===== config.mk =====
export PLATFORM = sky130hd
export DESIGN_NAME = execute_stage_slice
export DESIGN_NICKNAME = d
export VERILOG_FILES = /design/src/rtl/execute_stage_slice.sv
export SDC_FILE = /design/constraint.sdc
export NUM_CORES = 1
export LEC_CHECK = 0
export ABC_AREA = 1
export CORE_MARGIN = 1.5
export CORE_UTILIZATION = 35
export CTS_CLUSTER_DIAMETER = 120
export DETAILED_ROUTE_END_ITERATION = 6
export HOLD_SLACK_MARGIN = 0.03
export PLACE_DENSITY_LB_ADDON = 0.3
export SLEW_MARGIN = 20
export SYNTH_ARGS = -nofsm -noshare
export SYNTH_HDL_FRONTEND = slang
export SYNTH_SLANG_ARGS = --single-unit

===== constraint.sdc =====
create_clock -name clk -period 6.9 [get_ports clk]
set_clock_uncertainty 0.15 [all_clocks]
set_input_delay 1.38 -clock clk [delete_from_list [all_inputs] [get_ports clk]]
set_output_delay 1.38 -clock clk [all_outputs]
set_load 0.05 [all_outputs]

===== src/rtl/execute_stage_slice.sv =====
// Execute-stage slice: D/E register, operand forwarding, ALU and E/M register.
// Optional build macro ALU_FLAGS_EN adds registered {Z,N,C,V} flags on flags_memory.
module execute_stage_slice #(
    parameter int DATA_W = 16,
    parameter int REG_AW = 4,
    parameter int CTRL_W = 16
) (
    input  logic              clk,
    input  logic              reset,
    input  logic              flush_de,
    input  logic [CTRL_W-1:0] ctrl_decode,
    input  logic [DATA_W-1:0] srcA_in,
    input  logic [DATA_W-1:0] srcB_in,
    input  logic [REG_AW-1:0] rs1_decode,
    input  logic [REG_AW-1:0] rs2_decode,
    input  logic [REG_AW-1:0] rd_decode,
    input  logic [1:0]        select_forward_mux_A,
    input  logic [1:0]        select_forward_mux_B,
    input  logic [DATA_W-1:0] writeback_data,
    output logic [REG_AW-1:0] rs1_execute,
    output logic [REG_AW-1:0] rs2_execute,
    output logic [REG_AW-1:0] rd_execute,
    output logic              write_memory_enable_execute,
    output logic              wre_memory,
    output logic              write_memory_enable_memory,
    output logic [1:0]        select_writeback_data_mux_memory,
    output logic [DATA_W-1:0] alu_result_memory,
    output logic [DATA_W-1:0] srcA_memory,
    output logic [DATA_W-1:0] srcB_memory,
`ifdef ALU_FLAGS_EN
    output logic [3:0]        flags_memory,
`endif
    output logic [REG_AW-1:0] rd_memory
);

    logic              r_de_wre;
    logic              r_de_wme;
    logic [1:0]        r_de_wbsel;
    logic [3:0]        r_de_aluop;
    logic [DATA_W-1:0] r_de_srca;
    logic [DATA_W-1:0] r_de_srcb;
    logic [REG_AW-1:0] r_de_rs1;
    logic [REG_AW-1:0] r_de_rs2;
    logic [REG_AW-1:0] r_de_rd;

    logic              r_em_wre;
    logic              r_em_wme;
    logic [1:0]        r_em_wbsel;
    logic [DATA_W-1:0] r_em_alu;
    logic [DATA_W-1:0] r_em_srca;
    logic [DATA_W-1:0] r_em_srcb;
    logic [REG_AW-1:0] r_em_rd;

    logic [DATA_W-1:0] w_opa;
    logic [DATA_W-1:0] w_opb;
    logic [DATA_W-1:0] w_alu;
    logic [CTRL_W-9:0] w_unused_ctrl;

    // Upper control bits are reserved and deliberately dropped.
    assign w_unused_ctrl = ctrl_decode[CTRL_W-1:8];

    // A flushed bubble is all zeros: no writes, aluOp ADD.
    always_ff @(posedge clk or negedge reset) begin
        if (!reset) begin
            r_de_wre   <= 1'b0;
            r_de_wme   <= 1'b0;
            r_de_wbsel <= '0;
            r_de_aluop <= '0;
            r_de_srca  <= '0;
            r_de_srcb  <= '0;
            r_de_rs1   <= '0;
            r_de_rs2   <= '0;
            r_de_rd    <= '0;
        end else if (flush_de) begin
            r_de_wre   <= 1'b0;
            r_de_wme   <= 1'b0;
            r_de_wbsel <= '0;
            r_de_aluop <= '0;
            r_de_srca  <= '0;
            r_de_srcb  <= '0;
            r_de_rs1   <= '0;
            r_de_rs2   <= '0;
            r_de_rd    <= '0;
        end else begin
            r_de_wre   <= ctrl_decode[0];
            r_de_wme   <= ctrl_decode[1];
            r_de_wbsel <= ctrl_decode[3:2];
            r_de_aluop <= ctrl_decode[7:4];
            r_de_srca  <= srcA_in;
            r_de_srcb  <= srcB_in;
            r_de_rs1   <= rs1_decode;
            r_de_rs2   <= rs2_decode;
            r_de_rd    <= rd_decode;
        end
    end

    // Forwarding from E/M uses the value registered before this edge.
    always_comb begin
        w_opa = r_de_srca;
        case (select_forward_mux_A)
            2'd1:    w_opa = writeback_data;
            2'd2:    w_opa = r_em_alu;
            default: w_opa = r_de_srca;
        endcase
        w_opb = r_de_srcb;
        case (select_forward_mux_B)
            2'd1:    w_opb = writeback_data;
            2'd2:    w_opb = r_em_alu;
            default: w_opb = r_de_srcb;
        endcase
    end

    always_comb begin
        w_alu = '0;
        case (r_de_aluop)
            4'd0:    w_alu = w_opa + w_opb;
            4'd1:    w_alu = w_opa - w_opb;
            4'd2:    w_alu = w_opa & w_opb;
            4'd3:    w_alu = w_opa | w_opb;
            4'd4:    w_alu = w_opa ^ w_opb;
            4'd5:    w_alu = w_opa << w_opb[3:0];
            4'd6:    w_alu = w_opa >> w_opb[3:0];
            4'd7:    w_alu = $unsigned($signed(w_opa) >>> w_opb[3:0]);
            4'd8:    w_alu = w_opa * w_opb;
            4'd9:    w_alu = w_opb;
            4'd10:   w_alu = w_opa;
            4'd11:   w_alu = ~w_opa;
            4'd12:   w_alu = {{(DATA_W-1){1'b0}}, ($signed(w_opa) < $signed(w_opb))};
            4'd13:   w_alu = {{(DATA_W-1){1'b0}}, (w_opa < w_opb)};
            4'd14:   w_alu = ~(w_opa | w_opb);
            default: w_alu = '0;
        endcase
    end

`ifdef ALU_FLAGS_EN
    logic [DATA_W:0] w_sum;
    logic [DATA_W:0] w_diff;
    logic            w_flag_c;
    logic            w_flag_v;
    logic [3:0]      r_em_flags;

    assign w_sum  = {1'b0, w_opa} + {1'b0, w_opb};
    assign w_diff = {1'b0, w_opa} - {1'b0, w_opb};

    // C is carry for ADD and borrow for SUB; other ops leave C and V clear.
    always_comb begin
        w_flag_c = 1'b0;
        w_flag_v = 1'b0;
        if (r_de_aluop == 4'd0) begin
            w_flag_c = w_sum[DATA_W];
            w_flag_v = (w_opa[DATA_W-1] == w_opb[DATA_W-1]) &&
                       (w_sum[DATA_W-1] != w_opa[DATA_W-1]);
        end else if (r_de_aluop == 4'd1) begin
            w_flag_c = w_diff[DATA_W];
            w_flag_v = (w_opa[DATA_W-1] != w_opb[DATA_W-1]) &&
                       (w_diff[DATA_W-1] != w_opa[DATA_W-1]);
        end
    end

    always_ff @(posedge clk or negedge reset) begin
        if (!reset) r_em_flags <= '0;
        else        r_em_flags <= {(w_alu == '0), w_alu[DATA_W-1], w_flag_c, w_flag_v};
    end

    assign flags_memory = r_em_flags;
`endif

    always_ff @(posedge clk or negedge reset) begin
        if (!reset) begin
            r_em_wre   <= 1'b0;
            r_em_wme   <= 1'b0;
            r_em_wbsel <= '0;
            r_em_alu   <= '0;
            r_em_srca  <= '0;
            r_em_srcb  <= '0;
            r_em_rd    <= '0;
        end else begin
            r_em_wre   <= r_de_wre;
            r_em_wme   <= r_de_wme;
            r_em_wbsel <= r_de_wbsel;
            r_em_alu   <= w_alu;
            r_em_srca  <= w_opa;
            r_em_srcb  <= w_opb;
            r_em_rd    <= r_de_rd;
        end
    end

    assign rs1_execute                      = r_de_rs1;
    assign rs2_execute                      = r_de_rs2;
    assign rd_execute                       = r_de_rd;
    assign write_memory_enable_execute      = r_de_wme;
    assign wre_memory                       = r_em_wre;
    assign write_memory_enable_memory       = r_em_wme;
    assign select_writeback_data_mux_memory = r_em_wbsel;
    assign alu_result_memory                = r_em_alu;
    assign srcA_memory                      = r_em_srca;
    assign srcB_memory                      = r_em_srcb;
    assign rd_memory                        = r_em_rd;

endmodule


==> impl_summary.log <==
INFO  metric drv_slew = 0
INFO  metric cts_tree = yes
INFO  metric multi_input_comb_area = 8450 um^2
INFO  metric cts_hold_buffers = 0
INFO  metric place.detailed.hpwl = 42300 um
INFO  metric ys_top_cells_by_area = dfrtp_1 (22%), fa_1 (13%), nand2_1 (13%), ha_1 (11%), inv_1 (9.0%)
INFO  metric failing_checks = negative setup slack
INFO  metric route.final.wire_length = 52600 um
INFO  metric final_core_utilization = 0.479
INFO  metric min_delay_worst_endpoint = select_writeback_data_mux_memory[1]
INFO  metric synth_enable_flop_cells = 0
INFO  metric finalCritPeriodShare = 1.01
INFO  metric yosys_cell_types = 50
INFO  metric gr-usage-all-layers = 0.298
INFO  metric routedWlPerCell = 20.9 um
INFO  metric postSynthNetCount = 2025
INFO  metric run_status = complete, but fails checks
INFO  metric synth-async-reset-ratio = 1.00
INFO  metric cp.arrival = 7.06 ns
INFO  metric initial_utilization = 0.354
INFO  metric ys.warnings.count = 0
INFO  metric fp-row-count = 68
INFO  metric detail_route.drc_violations = 0
INFO  metric grt_setup_unrepaired = true
INFO  metric cell_family_with_the_largest_share_of_critical_path_delay = adder cells
INFO  metric io_buffer_count = 143
INFO  metric critical-path-top-cell-by-count = fa_1
INFO  metric clock_buffer_depth = 2
INFO  metric syn-cell-area = 12200 um^2
INFO  metric worstHoldStart = r_de_wbsel[1]
INFO  metric htreeDepth = 3
INFO  metric timing.rr.start = alu_result_memory[4]
INFO  metric slowest_stage = fa_1
INFO  metric dpl_cell_area = 15400 um^2
INFO  metric r2r_slack = 0.95 ns
INFO  metric count_of_final_setup_violators = 2
INFO  metric chipHeight = 190 um
INFO  metric worstSetupPathType = primary input to flip-flop
INFO  metric initial_antenna_violation_count = 3
INFO  metric tmin_final = 6.98 ns
INFO  metric detail_route.iter0.violations = 1163
INFO  metric power.static_leakage = 0.00834 uW
INFO  metric synthTopCellsByCount = nand2_1 (420), inv_1 (294), nor2_1 (201)
INFO  metric gp_congestion = 0.965
INFO  metric area.growth.synth_to_final = 35.4%
INFO  metric cap_violations = 0
INFO  metric clkTransAtPathRegs = 0.09 ns
INFO  metric layoutNonFillerInstCount = 2520
INFO  metric path_max_fanout = 13
INFO  metric timing.final.ws_setup = -0.0764 ns
INFO  metric clock-root-buffer = clkbuf_16
INFO  metric final_cell_area = 16500 um^2
INFO  metric drive_above_1_share = 0.192
INFO  metric hold-path-cell-count = 0
INFO  metric netlist.area_leader.share = 0.221
INFO  metric irDropWorstVdd = 0.000462 V
INFO  metric postSynth.topFlopCell = dfrtp_1
INFO  metric synth_largest_area_cell = dfrtp_1
INFO  metric layout.nets = 2327
INFO  metric clk-insertion-delay-late = 0.40 ns
INFO  metric number_of_fill_cells_in_the_layout = 3454
INFO  metric die_area = 36000 um^2
INFO  metric synth_seq_area_share = 0.221
INFO  metric timing_hold_violations_final = 0
INFO  metric die_w = 190 um
INFO  metric dr_vias = 13000
INFO  metric r2r_cells = 25
INFO  metric cp_buf_inv_count = 10
INFO  metric grt_overflow = 0
INFO  metric max_freq = 0.143 GHz
INFO  metric grt_first_pass_wirelength = 79400 um
INFO  metric timing.slew.headroom = 0.263
INFO  metric synth.most_common_cell = nand2_1
INFO  metric final.setup.tns = -0.0820 ns
INFO  metric avgSynthCellArea = 6.94 um^2
INFO  metric max_slew.worst_pin.slew = 1.08 ns
INFO  metric syn-instance-count = 1757
INFO  metric worst-endpoint-required = 6.99 ns
INFO  metric power-per-cell-area = 393 nW/um^2
INFO  metric max_stage_delay = 0.56 ns
INFO  metric dr.pass1.iters = 7
INFO  metric layout.area.seq = 2700 um^2
INFO  metric grt_pass1_vias = 13200
INFO  metric final_antenna_net_count = 0
INFO  metric clock_sink_count = 108
INFO  metric placeableCoreArea = 34500 um^2
INFO  metric pin_count_of_the_biggest_net_entering_global_routing = 73
INFO  metric dpl.cell_count = 2471
INFO  metric pre_cts_slack = -1.22 ns
INFO  metric viasPerCell = 5.16
INFO  metric ys_ff_latch = 108
INFO  metric hold_class = flip-flop to flip-flop
INFO  metric start_kind = primary input
INFO  metric design.portCount = 152
INFO  metric worstReg2RegEnd = alu_result_memory[14]
INFO  metric setup.worst_path.end_class = flip-flop
INFO  metric cts_buffers = 9
==> logic make-up after synthesis <==
logic type                 count (synthesis)  synth area share
DFF                                      108             0.221
and+or+nand+nor                          784             0.266
AOI/OAI and AO/OA                        289             0.141
adders and majority gates                185             0.240
xor gates and xnor gates                   8           0.00574
buffers and inverters                    383             0.126
==> registers in the layout, indices dropped and copies added, names as in the netlist <==
name	count
r_de_srca	16
rd_memory	4
srcB_memory	16
rs2_execute	4
alu_result_memory	16
r_de_wbsel	2
select_writeback_data_mux_memory	2
rs1_execute	4
r_de_aluop	4
r_de_wre	1
r_de_srcb	16
write_memory_enable_execute	1
write_memory_enable_memory	1
rd_execute	4
srcA_memory	16
wre_memory	1
==> metrics by stage <==
stage | hold WS (ns) | power [uW]
CTS | 0.214 | 6290
detailed placement | 0.186 | 5280
floorplan | 0.181 | 3570
global placement | 0.182 | 5210
global route | 0.215 | 6980
finish | 0.211 | 6480
==> cell type report <==
cell class | count | area share
Clock inverter | 7 | 0.00636
Antenna cell | 1 | 0.000152
Multi-Input combinational cell | 1266 | 0.511
Tap cell | 455 | 0.0345
Sequential cell | 108 | 0.164
Timing Repair inverter | 2 | 0.000833
Timing Repair Buffer | 356 | 0.195
Inverter | 316 | 0.0742
Clock buffer | 9 | 0.0136
==> power breakdown <==
| part | switching (uW) | internal (uW) |
|---|---|---|
| logic | 3100 | 1960 |
| registers | 82.9 | 720 |
| clock network | 292 | 326 |
| total | 3470 | 3010 |
==> how the worst max path moves through the flow <==
stage / to / from / cells after the start
2_1_floorplan: alu_result_memory[15] / select_forward_mux_B[0] / 34
3_3_place_gp: alu_result_memory[14] / select_forward_mux_A[0] / 28
3_5_place_dp: alu_result_memory[15] / select_forward_mux_A[0] / 33
4_1_cts: alu_result_memory[14] / select_forward_mux_B[0] / 27
5_1_grt: alu_result_memory[14] / select_forward_mux_A[0] / 28
6_report: alu_result_memory[14] / select_forward_mux_A[0] / 28
==> layer usage <==
| layer | vias to the layer above | part of all wire | track usage |
|---|---|---|---|
| met5 | - | 0 | 0 |
| li1 | 6133 | - | - |
| met2 | 579 | 0.46 | 0.497 |
| met3 | 123 | 0.071 | 0.0605 |
| met4 | 0 | 0.043 | 0.121 |
| met1 | 6170 | 0.42 | 0.377 |
==> placed cells by master, fill, tap and decap left out, types with 19 or more instances in the layout <==
master and count:
a21oi_1 65, nor2_1 194, clkdlybuf4s50_1 136, buf_4 186
ha_1 90, nand2_1 398, nand2_2 19, buf_6 19
fa_1 76, o21ai_1 31, o21ai_0 86, dfrtp_1 108
nand3_1 82, o22ai_1 25, inv_2 34, inv_1 268
==> timing repair <==
item | in CTS | in global routing
pin swaps | 43 | 50
endpoints found under the setup margin | 12 | 9
gates cloned | 2 | 0
setup buffers | 24 | 7
gates resized for setup | 104 | 57
==> worst reg2reg max path: stages (launching register included) <==
cell and delay, ns:
dfrtp_1 0.50, nand2_1 0.11, nand3_1 0.08, nand2_2 0.11, buf_12 0.13, buf_4 0.12
nor2_1 0.05, fa_1 0.52, inv_1 0.06, fa_1 0.55, fa_1 0.44, fa_1 0.50
inv_1 0.05, fa_1 0.48, inv_1 0.05, fa_1 0.48, inv_1 0.07, ha_4 0.29
inv_2 0.06, nor4_4 0.30, nand3_1 0.15, nand3_2 0.11, a21oi_1 0.06, o21ai_1 0.09
buf_4 0.16, nand4_1 0.10
Note: power is estimated with default switching activity, not from simulation.
